$ cat config.mk
export PLATFORM = sky130hd
export DESIGN_NAME = mem_arbiter_flat
export DESIGN_NICKNAME = d
export VERILOG_FILES = /design/src/rtl/mem_arbiter_if.sv /design/src/rtl/mem_arbiter.sv /design/src/flat_wrapper.sv
export SDC_FILE = /design/constraint.sdc
export NUM_CORES = 1
export LEC_CHECK = 0
export CAP_MARGIN = 20
export CORE_ASPECT_RATIO = 0.5
export CORE_UTILIZATION = 45
export DETAILED_ROUTE_END_ITERATION = 7
export GPL_TIMING_DRIVEN = 0
export PLACE_DENSITY_LB_ADDON = 0.3
export SYNTH_ARGS = -nofsm -noshare
export SYNTH_HDL_FRONTEND = slang
export SYNTH_SLANG_ARGS = --single-unit
$ cat constraint.sdc
create_clock -name Clk -period 3.3 [get_ports Clk]
set_input_delay 0.66 -clock Clk [delete_from_list [all_inputs] [get_ports Clk]]
set_output_delay 0.66 -clock Clk [all_outputs]
set_load 0.01 [all_outputs]
$ cat src/rtl/mem_arbiter_if.sv
// Bus bundle for mem_arbiter: two requester ports plus the single RAM port.
// The slave modport is the arbiter's view; master is the requesters/RAM side.
interface mem_arbiter_if;
   logic        p0_req;
   logic        p1_req;
   logic        p0_rw;
   logic        p1_rw;
   logic [8:0]  p0_addr;
   logic [8:0]  p1_addr;
   logic [31:0] p0_wdata;
   logic [31:0] p1_wdata;
   logic [1:0]  p0_size;
   logic [1:0]  p1_size;
   logic        p0_ack;
   logic        p1_ack;
   logic [31:0] p0_rdata;
   logic [31:0] p1_rdata;
   logic        p0_err;
   logic        p1_err;
   logic        mem_active;
   logic        mem_rw;
   logic [8:0]  mem_addr;
   logic [31:0] mem_wdata;
   logic [1:0]  mem_size;
   logic [31:0] mem_rdata;
   logic        mem_complete;

   modport slave (
      input  p0_req, p1_req, p0_rw, p1_rw, p0_addr, p1_addr,
      input  p0_wdata, p1_wdata, p0_size, p1_size,
      output p0_ack, p1_ack, p0_rdata, p1_rdata, p0_err, p1_err,
      output mem_active, mem_rw, mem_addr, mem_wdata, mem_size,
      input  mem_rdata, mem_complete
   );

   modport master (
      output p0_req, p1_req, p0_rw, p1_rw, p0_addr, p1_addr,
      output p0_wdata, p1_wdata, p0_size, p1_size,
      input  p0_ack, p1_ack, p0_rdata, p1_rdata, p0_err, p1_err,
      input  mem_active, mem_rw, mem_addr, mem_wdata, mem_size,
      output mem_rdata, mem_complete
   );
endinterface

$ cat src/rtl/mem_arbiter.sv
// Round-robin two-port arbiter/sequencer for the 512x8 RAM with completion timeout.
// Optional MEM_ARB_ALIGN_CHECK_EN rejects misaligned word/halfword accesses.
module mem_arbiter #(
   parameter int TIMEOUT = 16   // legal range 2..255
) (
   input  logic          Clk,
   input  logic          Reset,
   mem_arbiter_if.slave  bus
);
   typedef enum logic [1:0] {IDLE = 2'd0, ACTIVE = 2'd1, DONE = 2'd2} state_t;

   localparam logic [7:0] CNT_LAST = 8'(TIMEOUT - 1);

   state_t           state_reg;
   logic             lg_reg;
   logic             grant_reg;
   logic [7:0]       cnt_reg;
   logic             mem_active_reg;
   logic             mem_rw_reg;
   logic [8:0]       mem_addr_reg;
   logic [31:0]      mem_wdata_reg;
   logic [1:0]       mem_size_reg;
   logic [1:0]       ack_reg;
   logic [1:0]       err_reg;
   logic [1:0][31:0] rdata_reg;

   logic             winner_next;
   logic             sel_rw;
   logic [8:0]       sel_addr;
   logic [31:0]      sel_wdata;
   logic [1:0]       sel_size;
   logic             sel_invalid;
   logic [3:0]       lane_keep;
   logic [31:0]      rdata_masked;

   // On contention the port that did not win last time gets the grant.
   always_comb begin
      winner_next = bus.p1_req;
      if (bus.p0_req && bus.p1_req) begin
         winner_next = ~lg_reg;
      end
      sel_rw    = winner_next ? bus.p1_rw    : bus.p0_rw;
      sel_addr  = winner_next ? bus.p1_addr  : bus.p0_addr;
      sel_wdata = winner_next ? bus.p1_wdata : bus.p0_wdata;
      sel_size  = winner_next ? bus.p1_size  : bus.p0_size;
      sel_invalid = (sel_size == 2'b10);
`ifdef MEM_ARB_ALIGN_CHECK_EN
      if (sel_size == 2'b11 && sel_addr[1:0] != 2'b00) begin
         sel_invalid = 1'b1;
      end
      if (sel_size == 2'b01 && sel_addr[0]) begin
         sel_invalid = 1'b1;
      end
`endif
   end

   // Byte lanes above the access size read back as zero, whatever the RAM drives.
   generate
      for (genvar gi = 0; gi < 4; gi++) begin : g_lane
         if (gi == 0) begin : g_byte
            assign lane_keep[gi] = 1'b1;
         end else if (gi == 1) begin : g_half
            assign lane_keep[gi] = mem_size_reg[0];
         end else begin : g_word
            assign lane_keep[gi] = &mem_size_reg;
         end
         assign rdata_masked[8*gi +: 8] = lane_keep[gi] ? bus.mem_rdata[8*gi +: 8] : 8'h00;
      end
   endgenerate

   always_ff @(posedge Clk) begin
      if (Reset) begin
         state_reg      <= IDLE;
         lg_reg         <= 1'b1;
         grant_reg      <= 1'b0;
         cnt_reg        <= 8'd0;
         mem_active_reg <= 1'b0;
         mem_rw_reg     <= 1'b0;
         mem_addr_reg   <= 9'd0;
         mem_wdata_reg  <= 32'd0;
         mem_size_reg   <= 2'd0;
         ack_reg        <= 2'b00;
         err_reg        <= 2'b00;
         rdata_reg      <= '0;
      end else begin
         case (state_reg)
            IDLE: begin
               if (bus.p0_req || bus.p1_req) begin
                  grant_reg     <= winner_next;
                  lg_reg        <= winner_next;
                  mem_rw_reg    <= sel_rw;
                  mem_addr_reg  <= sel_addr;
                  mem_wdata_reg <= sel_wdata;
                  mem_size_reg  <= sel_size;
                  if (sel_invalid) begin
                     state_reg             <= DONE;
                     ack_reg[winner_next]  <= 1'b1;
                     err_reg[winner_next]  <= 1'b1;
                  end else begin
                     state_reg      <= ACTIVE;
                     mem_active_reg <= 1'b1;
                     cnt_reg        <= 8'd0;
                  end
               end
            end
            ACTIVE: begin
               if (bus.mem_complete) begin
                  state_reg            <= DONE;
                  mem_active_reg       <= 1'b0;
                  ack_reg[grant_reg]   <= 1'b1;
                  rdata_reg[grant_reg] <= mem_rw_reg ? 32'd0 : rdata_masked;
               end else if (cnt_reg == CNT_LAST) begin
                  state_reg          <= DONE;
                  mem_active_reg     <= 1'b0;
                  ack_reg[grant_reg] <= 1'b1;
                  err_reg[grant_reg] <= 1'b1;
               end else begin
                  cnt_reg <= cnt_reg + 8'd1;
               end
            end
            DONE: begin
               state_reg <= IDLE;
               ack_reg   <= 2'b00;
               err_reg   <= 2'b00;
               rdata_reg <= '0;
            end
            default: state_reg <= IDLE;
         endcase
      end
   end

   assign bus.p0_ack     = ack_reg[0];
   assign bus.p1_ack     = ack_reg[1];
   assign bus.p0_err     = err_reg[0];
   assign bus.p1_err     = err_reg[1];
   assign bus.p0_rdata   = rdata_reg[0];
   assign bus.p1_rdata   = rdata_reg[1];
   assign bus.mem_active = mem_active_reg;
   assign bus.mem_rw     = mem_rw_reg;
   assign bus.mem_addr   = mem_addr_reg;
   assign bus.mem_wdata  = mem_wdata_reg;
   assign bus.mem_size   = mem_size_reg;
endmodule

$ cat src/flat_wrapper.sv
// flat-port wrapper written by rule: the top's interface ports become plain ports
module mem_arbiter_flat 
#(
   parameter int TIMEOUT = 16                        
)
  (Clk, Reset, bus_p0_req, bus_p1_req, bus_p0_rw, bus_p1_rw, bus_p0_addr, bus_p1_addr, bus_p0_wdata, bus_p1_wdata, bus_p0_size, bus_p1_size, bus_p0_ack, bus_p1_ack, bus_p0_rdata, bus_p1_rdata, bus_p0_err, bus_p1_err, bus_mem_active, bus_mem_rw, bus_mem_addr, bus_mem_wdata, bus_mem_size, bus_mem_rdata, bus_mem_complete);
  mem_arbiter_if bus_i ();
  input  logic Clk;
  input  logic Reset;
  input wire logic [$bits(bus_i.p0_req)-1:0] bus_p0_req;
  input wire logic [$bits(bus_i.p1_req)-1:0] bus_p1_req;
  input wire logic [$bits(bus_i.p0_rw)-1:0] bus_p0_rw;
  input wire logic [$bits(bus_i.p1_rw)-1:0] bus_p1_rw;
  input wire logic [$bits(bus_i.p0_addr)-1:0] bus_p0_addr;
  input wire logic [$bits(bus_i.p1_addr)-1:0] bus_p1_addr;
  input wire logic [$bits(bus_i.p0_wdata)-1:0] bus_p0_wdata;
  input wire logic [$bits(bus_i.p1_wdata)-1:0] bus_p1_wdata;
  input wire logic [$bits(bus_i.p0_size)-1:0] bus_p0_size;
  input wire logic [$bits(bus_i.p1_size)-1:0] bus_p1_size;
  output wire logic [$bits(bus_i.p0_ack)-1:0] bus_p0_ack;
  output wire logic [$bits(bus_i.p1_ack)-1:0] bus_p1_ack;
  output wire logic [$bits(bus_i.p0_rdata)-1:0] bus_p0_rdata;
  output wire logic [$bits(bus_i.p1_rdata)-1:0] bus_p1_rdata;
  output wire logic [$bits(bus_i.p0_err)-1:0] bus_p0_err;
  output wire logic [$bits(bus_i.p1_err)-1:0] bus_p1_err;
  output wire logic [$bits(bus_i.mem_active)-1:0] bus_mem_active;
  output wire logic [$bits(bus_i.mem_rw)-1:0] bus_mem_rw;
  output wire logic [$bits(bus_i.mem_addr)-1:0] bus_mem_addr;
  output wire logic [$bits(bus_i.mem_wdata)-1:0] bus_mem_wdata;
  output wire logic [$bits(bus_i.mem_size)-1:0] bus_mem_size;
  input wire logic [$bits(bus_i.mem_rdata)-1:0] bus_mem_rdata;
  input wire logic [$bits(bus_i.mem_complete)-1:0] bus_mem_complete;
  assign bus_i.p0_req = bus_p0_req;
  assign bus_i.p1_req = bus_p1_req;
  assign bus_i.p0_rw = bus_p0_rw;
  assign bus_i.p1_rw = bus_p1_rw;
  assign bus_i.p0_addr = bus_p0_addr;
  assign bus_i.p1_addr = bus_p1_addr;
  assign bus_i.p0_wdata = bus_p0_wdata;
  assign bus_i.p1_wdata = bus_p1_wdata;
  assign bus_i.p0_size = bus_p0_size;
  assign bus_i.p1_size = bus_p1_size;
  assign bus_p0_ack = bus_i.p0_ack;
  assign bus_p1_ack = bus_i.p1_ack;
  assign bus_p0_rdata = bus_i.p0_rdata;
  assign bus_p1_rdata = bus_i.p1_rdata;
  assign bus_p0_err = bus_i.p0_err;
  assign bus_p1_err = bus_i.p1_err;
  assign bus_mem_active = bus_i.mem_active;
  assign bus_mem_rw = bus_i.mem_rw;
  assign bus_mem_addr = bus_i.mem_addr;
  assign bus_mem_wdata = bus_i.mem_wdata;
  assign bus_mem_size = bus_i.mem_size;
  assign bus_i.mem_rdata = bus_mem_rdata;
  assign bus_i.mem_complete = bus_mem_complete;
  mem_arbiter #(.TIMEOUT(TIMEOUT)) u_core (.Clk(Clk), .Reset(Reset), .bus(bus_i));
endmodule
==> flow_summary.yaml, run 1 <==
synthesis:
  netlist_instances: 656
  yosysUniqueCellTypes: 49
  synth_edf_count: 0
  ys_ff_latch: 125
  synth.cell_area_um2: 5290
  syn_nets: 782
  synth_flop_cell: "dfxtp_1"
  async_reset_ff_frac: 0
  avgSynthCellArea_um2: 8.06
  ys_seq_area_frac: 0.473
  yosysWarnings: 0
timing:
  fin_skew_ns: 0.0103
  tns_ns: 0
  maxSlewViolCount: 0
  finalCriticalPeriod_ns: 2.51
  rsz0062_at_grt: "false"
  tightest_slew_ns: 0.849
  fmax_mhz: 398
  hold_slack_ns: 0.452
  slew_headroom: 0.430
  finalCritPeriodShare: 0.761
  finalHoldViolations: 0
  setup_viol: 0
drt:
  dr.pass1.iters: 5
  drt_iter0_drc: 335
  ant_nets: 0
  top_layer: "met4"
  via_per_inst: 5.51
  routedWlPerCell_um: 16.5
  drcViolationCount: 0
  vias: 5967
  wl_met1_um: 7610
  wl_met2_um: 8380
  wl_um: 17800
  met3_length_um: 1420
worst_setup_path:
  rr_worst_depth: 5
  cp-end-kind: "flip-flop"
  crit_type: "in -> reg"
  cp_max_fo: 10
  start_kind: "input pin"
  arrival_ns: 2.78
  crit_required_ns: 3.57
grt:
  antenna_found_initial: 0
  gr-usage-all-layers: 0.297
  grt_pass1_vias: 5746
  grt_max_degree: 17
  grt-ovfl-total: 0
  grt_pass1_wl_um: 28800
clock_network:
  clockBufferDepth: 2
  clk_latency_ns: 0.42
  postCtsHoldBufs: 0
  cts_tree: "built"
  clock_sinks: 125
  cts_resized: 0
  cts_buffers: 17
  clockRootBuffer: "clkbuf_16"
  htreeDepth: 4
  clkTransAtPathRegs_ns: 0.06
  post_cts_buffers: 0
finish:
  fin_nets: 1036
  drive_gt1_frac: 0.0607
  finalInstanceArea_um2: 8490
  final_cell_mix: "clkdlybuf4s50_1 (235), nand2_1 (158), dfxtp_1 (125)"
  final_common_cell: "clkdlybuf4s50_1"
  antennaDiodeCount: 0
  num-fill-cells: 803
  syn2layout_area_growth_pct: 60.6
power_and_ir_drop:
  p_leak_nw: 3.01
  power_mw: 4.61
  p_per_area_nw_per_um2: 543
  ir_worst_vdd_mv: 0.388
job:
  maxCapViolations: 0
floorplan:
  start_util: 0.472
  boundaryPins: 238
  dieArea_um2: 12200
  die_x_um: 155
  rows: 27
  coreArea_um2: 11200
  die_h_um: 78.7
placed_design:
  gp_congestion: 0.891
  place_hpwl_um: 12800
  placed_cell_area_um2: 7840
  io_buffers: 235
min_path:
  hold_path.class: "reg -> reg"
  whs_path_depth: 2
status:
  outcome: "complete, no violations"
[synthesized netlist by cell type (3+ instances only)]
| master | n | area share |
|---|---|---|
| nand4b_1 | 16 | 0.026 |
| a31oi_1 | 3 | 0.0035 |
| nand4_1 | 18 | 0.021 |
| o21ai_0 | 5 | 0.0047 |
| o2111ai_1 | 3 | 0.0050 |
| nand2_1 | 158 | 0.11 |
| buf_2 | 13 | 0.012 |
| nand2b_1 | 4 | 0.0047 |
| o211ai_1 | 7 | 0.0099 |
| nor2_1 | 52 | 0.037 |
| a32o_1 | 3 | 0.0057 |
| a21oi_1 | 71 | 0.067 |
| nand3_1 | 39 | 0.037 |
| buf_1 | 8 | 0.0057 |
| clkbuf_1 | 35 | 0.025 |
| inv_1 | 5 | 0.0035 |
| nor2b_1 | 5 | 0.0059 |
| dfxtp_1 | 125 | 0.47 |
| a311oi_1 | 44 | 0.073 |
[routing by layer]
layer,GRT usage,up-vias
met3,0.0768,41
met5,0,-
met2,0.489,255
met4,0.119,0
met1,0.374,2805
li1,-,2866
[critical path: stages]
cell and delay [ns]:
clkdlybuf4s50_1 0.58, nor2_1 0.10, nor3_1 0.66, buf_2 0.37, buf_2 0.27, a311oi_1 0.13
[where the power goes]
group / leakage, nW / internal [mW] / switching (mW) / total, mW
clock network: 0.318 / 1.33 / 0.744 / 2.07
logic: 1.67 / 0.422 / 0.445 / 0.867
registers: 1.02 / 1.61 / 0.0680 / 1.68
total: 3.01 / 3.36 / 1.26 / 4.61
[cell type report]
cell class	count	area [um2]	share of cell area
clock buffer	19	453	0.0533
sequential	125	2500	0.295
clock inverter	13	200	0.0236
timing repair buffer	235	2350	0.277
tap	159	199	0.0234
inverter	5	18.8	0.00221
buffer	57	238	0.0280
multi-input combinational	469	2530	0.298
[worst paths after layout]
check                                          end                                 start  slack (ns)
min           u_core.bus.p0_rdata[24]$_SDFFE_PP0P_  u_core.bus.p0_rdata[24]$_SDFFE_PP0P_        0.45
max          u_core.bus.mem_wdata[27]$_SDFFE_PP0P_                            bus_p0_req        0.79
min reg2reg   u_core.bus.p0_rdata[24]$_SDFFE_PP0P_  u_core.bus.p0_rdata[24]$_SDFFE_PP0P_        0.45
max reg2reg  u_core.bus.mem_wdata[27]$_SDFFE_PP0P_      u_core.state_reg[0]$_SDFFE_PP0P_        1.12
[cells by family (layout without fill, tap and decap cells)]
family                     after synthesis  count (layout)  synth area share
AOI/OAI and AO/OA                      154             154             0.197
buffers and inverters                   62             329            0.0485
DFF                                    125             125             0.473
muxes                                    3               3           0.00804
and+or+nand+nor                        311             311             0.271
adders and majority gates                1               1           0.00236
[stage by stage]
step / setup slack, ns / cells / utilization
global route: 0.652 / 1082 / 0.757
CTS: 0.802 / 1082 / 0.757
floorplan: 1.39 / 656 / -
global placement: 0.405 / 1050 / 0.699
finish: 0.789 / 1082 / 0.757
detailed placement: 0.381 / 1050 / 0.699
No activity file was read; power rests on OpenSTA's default activity.
==> run 2: changes to the inputs <==
- CORE_UTILIZATION: 45 -> 38
- clock period: 3.3 -> 2.2 ns (I/O delays scaled with it)
==> run 2 against run 1 <==
  * Flip-flop and latch count stayed put
  * Sequential power is 49% higher
  * Utilization is 13 points lower
  * Clock skew is 0.00096 ns higher
  * Routed wire length is 1.4% lower
  * Clock power is 34% higher
  * Total power is 43% higher
  * Largest power group unchanged
  * Highest routed layer unchanged
==> flow_summary.yaml, run 2 (synthesized netlist as in run 1, its figures left out) <==
floorplan:
  start_util: 0.390
  dieArea_um2: 14400
  coreArea_um2: 13600
  boundaryPins: 238
  rows: 30
  die_x_um: 169
  die_h_um: 85.4
drt:
  vias: 5814
  wl_met2_um: 8220
  drt_iter0_drc: 342
  ant_nets: 0
  drcViolationCount: 0
  top_layer: "met4"
  dr.pass1.iters: 5
  met3_length_um: 1280
  wl_um: 17600
  wl_met1_um: 7780
  routedWlPerCell_um: 15.8
  via_per_inst: 5.21
min_path:
  hold_path.class: "reg -> reg"
  holdPathEnd: "u_core.bus.p1_rdata[17]$_SDFFE_PP0P_"
  whs_path_depth: 2
  hp-start: "u_core.bus.p1_rdata[17]$_SDFFE_PP0P_"
placed_design:
  io_buffers: 235
  post-place-cells: 1083
  place_hpwl_um: 12900
  gp_congestion: 0.852
finish:
  final_common_cell: "clkdlybuf4s50_1"
  final_cells: 1115
  fin_nets: 1036
  drive_gt1_frac: 0.0661
  final_cell_mix: "clkdlybuf4s50_1 (235), nand2_1 (158), dfxtp_1 (125)"
  antennaDiodeCount: 0
  num-fill-cells: 1158
  syn2layout_area_growth_pct: 60.5
clock_network:
  clkTransAtPathRegs_ns: 0.06
  htreeDepth: 4
  clockRootBuffer: "clkbuf_16"
  clockBufferDepth: 2
  postCtsHoldBufs: 0
  cts_buffers: 17
  cts_tree: "built"
  post_cts_buffers: 0
  clock_sinks: 125
  clk_latency_ns: 0.41
power_and_ir_drop:
  power_mw: 6.60
  p_leak_nw: 2.98
  p_per_area_nw_per_um2: 777
  ir_worst_vdd_mv: 0.458
worst_setup_path:
  cp-end-kind: "flip-flop"
  cp_max_fo: 10
  crit_required_ns: 2.53
  r2r-end: "u_core.cnt_reg[7]$_SDFFE_PP0P_"
  cp_slowest_cell: "or4_1"
  crit_family: "simple AND/OR/NAND/NOR gates"
  r2r-start: "u_core.cnt_reg[0]$_SDFFE_PP0P_"
  cp_num_buf_inv: 1
  reg2reg_slack_ns: 0.19
  rr_worst_depth: 6
  cpPeakStageDelay_ns: 0.47
  crit_type: "reg -> reg"
  path_cells: "ha_1 > and4b_4 > a211o_1 > buf_6 > or4_1 > a31oi_1"
  arrival_ns: 2.34
  start_kind: "flip-flop"
grt:
  grt-ovfl-total: 0
  grt_pass1_vias: 5557
  gr-usage-all-layers: 0.244
  antenna_found_initial: 0
  grt_pass1_wl_um: 28000
  grt_max_degree: 17
timing:
  tightest_slew_ns: 0.727
  rsz0062_at_grt: "false"
  fmax_mhz: 499
  slew_headroom: 0.512
  fin_skew_ns: 0.0112
  finalHoldViolations: 0
  finalCriticalPeriod_ns: 2.01
  setup_viol: 0
  maxSlewViolCount: 0
  finalCritPeriodShare: 0.912
status:
  outcome: "complete, no violations"
job:
  maxCapViolations: 0
run 2: changes by cell type in the layout (fill, tap and decap cells not counted):
cell / change
bufinv_16: -3
clkbuf_2: +3
clkbuf_1: -2
clkinvlp_4: +2
inv_8: +2
a21oi_1: -1
a21oi_2: +1
buf_1: -1
clkbuf_8: -1
nor3_1: -1
nor3_4: +1
run 2: metal layers:
metal  global-route usage  vias up
met1                0.309     2722
met2                0.400      213
met5                    0        -
met4               0.0752        0
met3               0.0760       24
li1                     -     2855
run 2: final cells by class:
class                   count  area, um2  area share
plain buffers              57        241      0.0284
flip-flops and latches    125       2500       0.295
multi-input cells         469       2550       0.300
clock buffers              18        439      0.0517
well taps                 192        240      0.0283
repair buffers            235       2350       0.277
clock inverters            14        148      0.0174
inverters                   5       18.8     0.00221
run 2: stage by stage:
stage	utilization	hold WS, ns	TNS [ns]	instance area (um2)	setup WS (ns)
after floorplan	-	0.476	0	5290	0.356
after CTS	0.625	0.452	0	8470	0.136
after global placement	0.582	0.438	-17.53	7880	-0.466
final	0.626	0.449	0	8490	0.194
after detailed placement	0.582	0.446	-20.97	7880	-0.550
after global routing	0.626	0.467	0	8490	0.0152
run 2: where the power goes:
group,leakage (nW),switching (mW),internal (mW)
logic,1.68,0.668,0.635
registers,1.02,0.0978,2.41
clock network,0.281,1.15,1.63
total,2.98,1.92,4.68
run 2: worst max-delay path by stage:
| stage | startpoint | endpoint | slack, ns | depth (start not counted) |
|---|---|---|---|---|
| final | u_core.cnt_reg[0]$_SDFFE_PP0P_ | u_core.cnt_reg[7]$_SDFFE_PP0P_ | 0.19 | 6 |
| after CTS | bus_p1_req | u_core.bus.mem_wdata[11]$_SDFFE_PP0P_ | 0.14 | 6 |
| after global placement | bus_p0_req | u_core.bus.mem_wdata[3]$_SDFFE_PP0P_ | -0.47 | 6 |
| after detailed placement | bus_p0_req | u_core.bus.mem_wdata[3]$_SDFFE_PP0P_ | -0.55 | 6 |
| after global routing | bus_p1_req | u_core.bus.mem_wdata[22]$_SDFFE_PP0P_ | 0.02 | 6 |
| after floorplan | u_core.cnt_reg[0]$_SDFFE_PP0P_ | u_core.cnt_reg[7]$_SDFFE_PP0P_ | 0.36 | 6 |
run 2: worst min-delay path, cell delays in order, from the launching register on:
cell and delay (ns):
dfxtp_1 0.31, nand2_1 0.05, a21oi_1 0.05
run 2: what timing repair did:
action,4_1_cts,5_1_grt
hold endpoints to repair,0,0
endpoints found under the setup margin,28,4
resized for setup,1,7
==> run 3: changes to the inputs <==
- PLACE_DENSITY: unset -> 0.78
- PLACE_DENSITY_LB_ADDON: 0.3 -> unset
- SLEW_MARGIN: unset -> 30
==> run 3 against run 2 <==
  * Flip-flop and latch count stayed put
  * Worst hold slack better by 0.0015 ns
  * Sequential power hardly changed
  * Non-clock buffer count stayed put
  * Via count is 2.6% higher
  * Final cell count stayed put
  * Largest cell class unchanged
  * Routed wire length is 4.5% higher
==> flow_summary.yaml, run 3 (synthesized netlist as in run 1, its figures left out) <==
status:
  outcome: "complete, no violations"
power_and_ir_drop:
  power_mw: 6.63
  p_per_area_nw_per_um2: 781
  ir_worst_vdd_mv: 0.461
  p_leak_nw: 3.00
drt:
  drcViolationCount: 0
  via_per_inst: 5.35
  routedWlPerCell_um: 16.5
  drt_iter0_drc: 372
  ant_nets: 0
  vias: 5964
  dr.pass1.iters: 5
  wl_um: 18400
worst_setup_path:
  crit_required_ns: 2.50
  r2r-end: "u_core.cnt_reg[7]$_SDFFE_PP0P_"
  arrival_ns: 2.33
  rr_worst_depth: 6
  start_kind: "input pin"
  cp-end-kind: "flip-flop"
  cp_max_fo: 10
  crit_type: "in -> reg"
  reg2reg_slack_ns: 0.22
  r2r-start: "u_core.cnt_reg[0]$_SDFFE_PP0P_"
placed_design:
  io_buffers: 235
  place_ws_ns: -0.532
  post-place-cells: 1083
  gp_congestion: 0.851
  place_hpwl_um: 13300
  placed_cell_area_um2: 7880
grt:
  grt_pass1_vias: 5693
  antenna_found_initial: 0
  grt-ovfl-total: 0
  grt_pass1_wl_um: 29000
  grt_max_degree: 17
  gr-usage-all-layers: 0.252
clock_network:
  post_cts_buffers: 0
  htreeDepth: 4
  cts_resized: 1
  clockRootBuffer: "clkbuf_16"
  clk_latency_ns: 0.41
  clock_sinks: 125
  clockBufferDepth: 2
  clkTransAtPathRegs_ns: 0.06
  cts_tree: "built"
  cts_buffers: 17
  postCtsHoldBufs: 0
finish:
  drive_gt1_frac: 0.0672
  fin_nets: 1036
  num-fill-cells: 1161
  seqCellArea_um2: 2500
  fin_util: 0.627
  multi_input_area_um2: 2550
  final_common_cell: "clkdlybuf4s50_1"
  final_cell_mix: "clkdlybuf4s50_1 (235), nand2_1 (158), dfxtp_1 (125)"
  syn2layout_area_growth_pct: 60.5
  finalInstanceArea_um2: 8490
  antennaDiodeCount: 0
  final_cells: 1115
timing:
  fin_ws_ns: 0.174
  finalHoldViolations: 0
  finalCritPeriodShare: 0.921
  maxSlewViolCount: 0
  setup_viol: 0
  finalCriticalPeriod_ns: 2.03
  tightest_slew_ns: 0.747
  rsz0062_at_grt: "false"
  fmax_mhz: 494
  slew_headroom: 0.498
  fin_skew_ns: 0.0125
min_path:
  holdPathEnd: "u_core.bus.p1_rdata[24]$_SDFFE_PP0P_"
  hp-start: "u_core.bus.p1_rdata[24]$_SDFFE_PP0P_"
  whs_path_depth: 2
  hold_path.class: "reg -> reg"
floorplan:
  boundaryPins: 238
  die_x_um: 169
  start_util: 0.390
  coreArea_um2: 13600
  dieArea_um2: 14400
  die_h_um: 85.4
  rows: 30
job:
  maxCapViolations: 0
==> run 3: stage by stage <==
step / TNS (ns) / hold WS (ns)
2_1_floorplan: 0 / 0.476
3_3_place_gp: -18.16 / 0.437
4_1_cts: 0 / 0.452
3_5_place_dp: -20.82 / 0.444
5_1_grt: 0 / 0.472
6_report: 0 / 0.451
==> run 3: worst max path at each step <==
stage | end | depth (start not counted) | startpoint
floorplan | u_core.cnt_reg[7]$_SDFFE_PP0P_ | 6 | u_core.cnt_reg[0]$_SDFFE_PP0P_
global placement | u_core.bus.mem_addr[0]$_SDFFE_PP0P_ | 6 | bus_p0_req
detailed placement | u_core.bus.mem_wdata[29]$_SDFFE_PP0P_ | 6 | bus_p0_req
CTS | u_core.bus.mem_wdata[4]$_SDFFE_PP0P_ | 6 | bus_p1_req
global route | u_core.bus.mem_wdata[30]$_SDFFE_PP0P_ | 6 | bus_p0_req
finish | u_core.bus.mem_wdata[29]$_SDFFE_PP0P_ | 6 | bus_p0_req
==> run 3: power by group <==
group / internal (mW) / switching (mW) / total [mW]
clock network: 1.69 / 1.11 / 2.80
registers: 2.41 / 0.101 / 2.52
logic: 0.636 / 0.675 / 1.31
total: 4.74 / 1.89 / 6.63
==> run 3: layer usage <==
| metal | GRT usage | vias to the layer above | share of wire |
|---|---|---|---|
| met5 | 0 | - | 0 |
| met4 | 0.0909 | 0 | 0.020 |
| met3 | 0.0555 | 35 | 0.062 |
| met2 | 0.419 | 224 | 0.48 |
| met1 | 0.323 | 2842 | 0.44 |
| li1 | - | 2863 | - |
==> run 3: layout make-up <==
cell class | instances | share of cell area
sequential | 125 | 0.295
tap | 192 | 0.0283
clock buffer | 18 | 0.0505
clock inverter | 14 | 0.0186
inverter | 5 | 0.00221
timing repair buffer | 235 | 0.277
buffer | 57 | 0.0286
multi-input combinational | 469 | 0.300
==> run 3: critical path: stages <==
cell             delay (ns)
clkdlybuf4s50_1        0.58
a21bo_2                0.21
buf_2                  0.24
buf_1                  0.44
nand2_1                0.11
a311oi_1               0.31
